**src/rtl/daq_pkg.sv**
```systemverilog
// Shared DAQ definitions: sample/timestamp widths, header length and the
// capture FSM state encoding.
package daq_pkg;

    localparam int DATA_W    = 16;
    localparam int TS_W      = 32;
    localparam int HDR_WORDS = 2;

    typedef enum logic [1:0] {
        IDLE    = 2'd0,
        CAPTURE = 2'd1,
        READOUT = 2'd2
    } state_t;

endpackage

```
**src/rtl/ring_buffer.sv**
```systemverilog
// Simple dual-port sample ring: synchronous write, synchronous read,
// array deliberately left without reset.
module ring_buffer #(
    parameter int AW     = 4,
    parameter int DATA_W = 16
) (
    input  logic              clk,
    input  logic              we,
    input  logic [AW-1:0]     waddr,
    input  logic [DATA_W-1:0] wdata,
    input  logic [AW-1:0]     raddr,
    output logic [DATA_W-1:0] rdata
);

    logic [DATA_W-1:0] mem [2**AW];

    always_ff @(posedge clk) begin
        if (we) begin
            mem[waddr] <= wdata;
        end
        rdata <= mem[raddr];
    end

endmodule

```
**src/rtl/event_capture.sv**
```systemverilog
// Pre/post-trigger frame capture with timestamped valid/ready readout.
// Holds the FSM, ring pointers, timestamp, edge detect and output register.
module event_capture #(
    parameter int DATA_W = daq_pkg::DATA_W,
    parameter int PRE    = 4,
    parameter int POST   = 8,
    parameter int AW     = 4
) (
    input  logic              clk,
    input  logic              rst,
    input  logic [DATA_W-1:0] data_in,
    input  logic              trigger_in,
    output logic [DATA_W-1:0] out_data,
    output logic              out_valid,
    input  logic              out_ready,
    output logic              out_last,
    output logic              busy,
    output logic              trig_dropped,
    output logic [1:0]        state_dbg
);

    import daq_pkg::*;

    localparam int N_WORDS = HDR_WORDS + PRE + POST;
    localparam int CNT_W   = $clog2(N_WORDS + 1);

    state_t            state, state_next;
    logic [TS_W-1:0]   ts, ts_lat;
    logic              trig_d, trig_edge, armed;
    logic [AW:0]       fill;
    logic [AW-1:0]     wr_ptr, rd_ptr, rd_ptr_next, post_cnt;
    logic [CNT_W-1:0]  word_cnt;
    logic              ram_we, load, final_write, last_accept;
    logic [DATA_W-1:0] ram_q, load_data;

    assign trig_edge   = trigger_in & ~trig_d;
    assign armed       = (fill == (AW+1)'(PRE));
    assign last_accept = out_valid & out_ready & out_last;
    assign final_write = ((state == CAPTURE) && (post_cnt == AW'(POST - 1))) ||
                         ((state == IDLE) && trig_edge && armed && (POST == 1));
    assign state_dbg   = state;

    ring_buffer #(.AW(AW), .DATA_W(DATA_W)) u_ring (
        .clk   (clk),
        .we    (ram_we),
        .waddr (wr_ptr),
        .wdata (data_in),
        .raddr (rd_ptr_next),
        .rdata (ram_q)
    );

    always_ff @(posedge clk) begin
        if (rst) begin
            state <= IDLE;
        end else begin
            state <= state_next;
        end
    end

    always_comb begin
        state_next = state;
        case (state)
            IDLE:    if (trig_edge && armed) state_next = (POST == 1) ? READOUT : CAPTURE;
            CAPTURE: if (final_write) state_next = READOUT;
            READOUT: if (last_accept) state_next = IDLE;
            default: state_next = IDLE;
        endcase
    end

    // Handshake: a word is transferred on a cycle where out_valid & out_ready.
    // out_valid is registered; once raised, out_data/out_last hold until accepted.
    // The RAM is addressed with the *next* read pointer, so its output register
    // always holds mem[rd_ptr] and acts as the prefetch stage.
    always_comb begin
        busy         = (state != IDLE);
        trig_dropped = ~rst & trig_edge & ((state != IDLE) | ~armed);
        ram_we       = (state != READOUT);
        load         = (state == READOUT) && (word_cnt < CNT_W'(N_WORDS)) &&
                       (!out_valid || out_ready);
        load_data    = ram_q;
        if (word_cnt == CNT_W'(0)) begin
            load_data = DATA_W'(ts_lat[TS_W-1:TS_W/2]);
        end else if (word_cnt == CNT_W'(1)) begin
            load_data = DATA_W'(ts_lat[TS_W/2-1:0]);
        end
        rd_ptr_next = rd_ptr;
        if (final_write) begin
            rd_ptr_next = wr_ptr - AW'(PRE + POST - 1);
        end else if (load && (word_cnt >= CNT_W'(HDR_WORDS))) begin
            rd_ptr_next = rd_ptr + AW'(1);
        end
    end

    always_ff @(posedge clk) begin
        if (rst) begin
            ts        <= '0;
            ts_lat    <= '0;
            trig_d    <= 1'b0;
            fill      <= '0;
            wr_ptr    <= '0;
            rd_ptr    <= '0;
            post_cnt  <= '0;
            word_cnt  <= '0;
            out_valid <= 1'b0;
            out_last  <= 1'b0;
            out_data  <= '0;
        end else begin
            ts     <= ts + TS_W'(1);
            trig_d <= trigger_in;
            rd_ptr <= rd_ptr_next;
            if (ram_we) begin
                wr_ptr <= wr_ptr + AW'(1);
            end
            case (state)
                IDLE: begin
                    if (!armed) begin
                        fill <= fill + (AW+1)'(1);
                    end
                    if (trig_edge && armed) begin
                        ts_lat   <= ts;
                        post_cnt <= AW'(1);
                        word_cnt <= '0;
                    end
                end
                CAPTURE: post_cnt <= post_cnt + AW'(1);
                READOUT: begin
                    if (load) begin
                        out_valid <= 1'b1;
                        out_data  <= load_data;
                        out_last  <= (word_cnt == CNT_W'(N_WORDS - 1));
                        word_cnt  <= word_cnt + CNT_W'(1);
                    end else if (out_ready) begin
                        out_valid <= 1'b0;
                        out_last  <= 1'b0;
                    end
                    // History is rebuilt from scratch after every frame.
                    if (last_accept) begin
                        fill <= '0;
                    end
                end
                default: ;
            endcase
        end
    end

endmodule

```
**config.mk**
```make
export PLATFORM = sky130hd
export DESIGN_NAME = event_capture
export DESIGN_NICKNAME = d
export VERILOG_FILES = /design/src/rtl/daq_pkg.sv /design/src/rtl/ring_buffer.sv /design/src/rtl/event_capture.sv
export SDC_FILE = /design/constraint.sdc
export NUM_CORES = 1
export LEC_CHECK = 0
export ABC_AREA = 1
export CAP_MARGIN = 20
export CORE_MARGIN = 2
export CORE_UTILIZATION = 60
export CTS_BUF_LIST = sky130_fd_sc_hd__clkbuf_2 sky130_fd_sc_hd__clkbuf_4 sky130_fd_sc_hd__clkbuf_8
export DETAILED_ROUTE_END_ITERATION = 10
export PLACE_DENSITY_LB_ADDON = 0.2
export SETUP_SLACK_MARGIN = 0.05
export SYNTH_ARGS = -nofsm -noshare
export SYNTH_HDL_FRONTEND = slang
export SYNTH_SLANG_ARGS = --single-unit
```
**constraint.sdc**
```tcl
create_clock -name clk -period 3 [get_ports clk]
set_input_delay 0.45 -clock clk [delete_from_list [all_inputs] [get_ports clk]]
set_output_delay 0.45 -clock clk [all_outputs]
set_load 0.01 [all_outputs]
```
# == After elaboration in Yosys (flattened, before gate mapping) ==
# Memory sizes are Yosys's and may differ from the RTL's. A register that Yosys moved wholly into a read port is not among the register bits.
# Cells that the tools add are included.
# word_totals
memories,1
inputBits,20
register_bits,106
output_inout_bits,22
mem_bits_rw,256
# classes
n_eq_ne,12
n_addsub,7
mux,21
reduce_logical,20
bitwise,9
n_lt_le_gt_ge,2
# mem_list
name,words,width,read_ports,rd_ports_with_merged_regs,write_ports,line_no,source
u_ring.mem,16,16,1,1,1,ring_buffer.sv:15,logic [DATA_W-1:0] mem [2**AW];
# ops
op,n
$add A32 B1 Y32 const B,1
$mux W16,2
$mux W4,5
$add A4 B1 Y4 const B,4
$pmux W4 S2,2
$mux W5,2
$ne A2 B2 Y1 const B,5
$pmux W5 S2,1
$reduce_and A3 Y1,3
$reduce_and A2 Y1,4
$reduce_bool A2 Y1,4
$mux W2,3
$pmux W2 S3,1
$add A5 B1 Y5 const B,1
$and A1 B1 Y1,5
$eq A5 B3 Y1 const B,1
$logic_and A1 B1 Y1,5
$mux W1,5
$eq A4 B1 Y1 const B,1
$eq A4 B3 Y1 const B,1
$eq A4 B4 Y1 const B,1
$ge A4 B2 Y1 const B,1
$logic_not A4 Y1,1
$lt A4 B4 Y1 const B,1
other kinds (9),11

# == Longest topological paths before layout ==
# logic_depth
depth_word,6
mapped_depth,14
ltp_nobuf,13

# == Modules after synthesis ==
# From an unflattened synthesis, not the netlist that was laid out.
# unflattened
hier_cells,1804
hier_area_um2,16417.0
# modules_own_cells
module,cells_each,instances,seq_area_each_um2,area_each_um2
ring_buffer,1074,1,8007.7,11380.9
event_capture,730,1,2122.0,5036.1

# == Least setup slack after synthesis ==
# No wires, ideal clock.
# synth_path
path_type,flip-flop to flip-flop
start,"reg state[0], in the netlist state_dbg[0]"
end,mem u_ring.mem[0][0] (enable)
arrival_ns,1.701
setup_slack_ns,0.911
setup_time_ns,0.388
path_buffers,1
synth_period_minus_slack_ns,2.089
path_stages_with_launch,6
cell_sequence,dfxtp_1 -> inv_1 -> nand2_2 -> clkbuf_1 -> nand2_1 -> nor2_1
# synth_via
elab_chain_len,3
# synth_rtl
element,line_no,source
start: declaration,event_capture.sv:27,"state_t state, state_next;"
start signal: assignment,event_capture.sv:56,state <= state_next;
$ne A2 B2 Y1,event_capture.sv:77,ram_we = (state != READOUT);
$mux W1,ring_buffer.sv:18,if (we) begin
$mux W1 (implied by the code),ring_buffer.sv:19,mem[waddr] <= wdata;
end: declaration,ring_buffer.sv:15,
# Every way passes these cells.

# == Final worst setup path ==
# layout_path
start,reg fill[0]
end,out trig_dropped
# layout_via
elab_chain_len,4
# layout_rtl
element,line_no,source
start: declaration,event_capture.sv:30,logic [AW:0] fill;
start signal: assignment,event_capture.sv:117,fill <= fill + (AW+1)'(1);
$eq A5 B3 Y1,event_capture.sv:37,assign armed = (fill == (AW+1)'(PRE));
$not A1 Y1,event_capture.sv:76,trig_dropped = ~rst & trig_edge & ((state != IDLE) | ~armed);
$or A1 B1 Y1,event_capture.sv:76,
$and A1 B1 Y1,event_capture.sv:76,
end: declaration,event_capture.sv:18,"output logic trig_dropped,"
# Every way passes these cells.

==> results_dict.tcl <==
set metrics [dict create \
    status "complete, no violations" \
    avgViaCountPerCell 5.538 \
    synth_fp_nets 1758 \
    fmax_mhz 381.0 \
    crit_chain "inv_1, ha_1, nand2_1, nor3_1, nand2_1, nand3_1, inv_1, clkdlybuf4s50_1" \
    cp_slowest_cell "clkdlybuf4s50_1" \
    relSlewSlack_pct 38.74 \
    finalNetCount 1816 \
    reg2reg_depth 10 \
    r2r_slack_ns 0.57 \
    antenna_cells 0 \
    fin_skew_ns 0.03785 \
    clk_pin_slew_ns 0.06 \
    die_x_um 169.2 \
    place.gp.congestion 0.8541 \
    antenna_found_initial 0 \
    cp-end-kind "output pin" \
    grt_max_degree 113 \
    setup_tns_ns 0 \
    post_cts_resized 0 \
    cts_buffers 59 \
    vias 12030 \
    synth-edff-count 256 \
    cp_max_fo 4 \
    holdCritPathClass "in2reg" \
    drc 0 \
    synthDistinctLibCells 34 \
    drt_wl_total_mm 38.08 \
    rr_startpoint "post_cnt[0]" \
    grt_pass1_vias 11350 \
    grt_pass1_wl_mm 59.72 \
    dpl.hpwl_mm 22.82 \
    ios 42 \
    synth_top_area_share_pct 46.92 \
    min_period_over_period_pct 87.50 \
    wl_per_cell_um 17.52 \
    ys_seq_area_share_pct 61.83 \
    avgSynthCellArea_um2 9.492 \
    clock-root-buffer "clkbuf_8" \
    endpoint "trig_dropped" \
    startpoint "fill[0]" \
    holdBufCountCts 0 \
    clk_path_buf_depth 3 \
    cpPeakStageDelay_ns 0.46 \
    start_kind "register" \
    dr.pass1.iters 5 \
    crit_required_ns 2.55 \
    track_usage_pct 26.83 \
    power_mw 10.55 \
    vdd_drop_max_v 0.0003700 \
    ys_warn_count 0 \
    htree_levels 2 \
    post_cts_buffers 0 \
    ys_top_cells_by_area "edfxtp_1 47%, dfxtp_1 15%, nand3_1 9.8%" \
    path_class "reg2out" \
    insertion_delay_ns 0.61 \
    gr-total-overflow 0 \
    cts.sinks 378 \
    r2r_end "u_ring.rdata[0]" \
    io_buffers 41 \
    die_h_um 169.2 \
    fin_crit_ns 2.625 \
    coreArea_um2 26880 \
    cts_tree "yes" \
    start_util_pct 60.96 \
    power_per_cell_area_nw_per_um2 569.3 \
    layout-drive-gt1-share_pct 9.279 \
    ys_ff_latch 378 \
    yosysMostFrequentCell "nand3_1" \
    ant_nets 0 \
    synth_top_area_cell "edfxtp_1" \
    hold_viol 0 \
    maxCapViolCount 0 \
    yosys-top-cells-count "322 x nand3_1, 287 x inv_1, 266 x nand2_1" \
    rsz0062_at_grt "false" \
    postSynthCellCount 1726 \
    row_count 60 \
    synth_area_um2 16380 \
    async_flop_share_pct 0 \
    p_leak_nw 7.511 \
    area_growth_pct 13.13 \
    cp_data_arrival_time_ns 2.17 \
    synth_ff_type "edfxtp_1" \
    report.final.slew_viol_count 0 \
    worstMarginPinSlew_ns 0.9166 \
    drtIter0Drc 1244 \
    setup_viol 0 \
    die_area_um2 28640 \
]
[per-stage QoR]
step	utilization [%]	cell area, µm²	hold slack [ns]	worst slack (ns)	std cells
floorplan	-	16380	0.4245	0.9107	1726
global placement	64.44	17320	0.4336	0.2954	2064
detailed placement	64.44	17320	0.4405	0.2508	2064
CTS	68.96	18530	0.3933	0.3273	2173
global route	68.96	18530	0.4109	0.2148	2173
finish	68.96	18530	0.4286	0.3751	2173
[critical path, delay by kind of cell, from the launching register on]
family                     cells  cell delay, ns
and+or+nand+nor                4            0.54
adders and majority gates      1            0.14
DFF                            1            0.33
buffers and inverters          3            0.58
[worst min-delay path by stage]
stage	start	end	cells after the start
CTS	trigger_in	trig_d	3
detailed placement	ts_lat[3]	ts_lat[3]	2
floorplan	ts_lat[0]	ts_lat[0]	2
global route	trigger_in	trig_d	3
global placement	ts_lat[12]	ts_lat[12]	2
finish	trigger_in	trig_d	3
[registers in the layout, summed over array words and instances, names as in the netlist]
name,count
state_dbg,2
out_data,16
ts_lat,32
out_last,1
rd_ptr,4
u_ring.mem,256
u_ring.rdata,16
out_valid,1
ts,32
wr_ptr,4
fill,5
post_cnt,4
word_cnt,4
trig_d,1
[cell families after synthesis]
kind of cell    count (synthesis)  synth area share, %
flops                         378                61.83
compound gates                178                5.743
buf+inv                       378                9.088
xor+xnor                        7               0.3742
simple gates                  773                22.05
fa+ha+maj                      12               0.9164
[layout by cell type, fill, tap and decap left out, drive strengths merged, types with 2 or more instances in the layout]
master         netlist  final
a211oi              14     14
a21oi               83     83
a31oi                2      2
buf                 52     45
clkbuf              36     86
clkdlybuf4s50        0     40
clkinv               0     21
dfxtp              122    122
edfxtp             256    256
ha                  12     12
inv                290    291
nand2              269    269
nand3              324    324
nand3b              50     50
nand4                9      9
nor2                95     95
nor3                19     19
nor3b                4      4
o21a                 4      4
o21ai               74     74
xnor2                2      2
xor2                 5      5
[power by group]
part / switching [mW] / total, mW / internal (mW)
registers: 0.0576 / 5.77 / 5.71
logic: 0.290 / 0.428 / 0.138
clock network: 1.98 / 4.36 / 2.37
total: 2.33 / 10.6 / 8.22
[cell type report]
class,instances,area (µm²)
Timing Repair Buffer,85,860.8
Fill cell,2051,8342
Sequential cell,378,10130
Multi-Input combinational cell,970,4813
Clock buffer,86,1065
Inverter,290,1089
Clock inverter,23,150.1
Tap cell,341,426.7
[metal layers]
metal  vias to the layer above  global-route usage, %  wire length (µm)
met5                         -                      0                 0
met4                         0                  9.810              1185
met2                       488                  42.86             17500
met1                      5582                  36.66             16050
li1                       5871                      -                 -
met3                        93                  5.550              3335
Power figures use the tool's default switching activity.
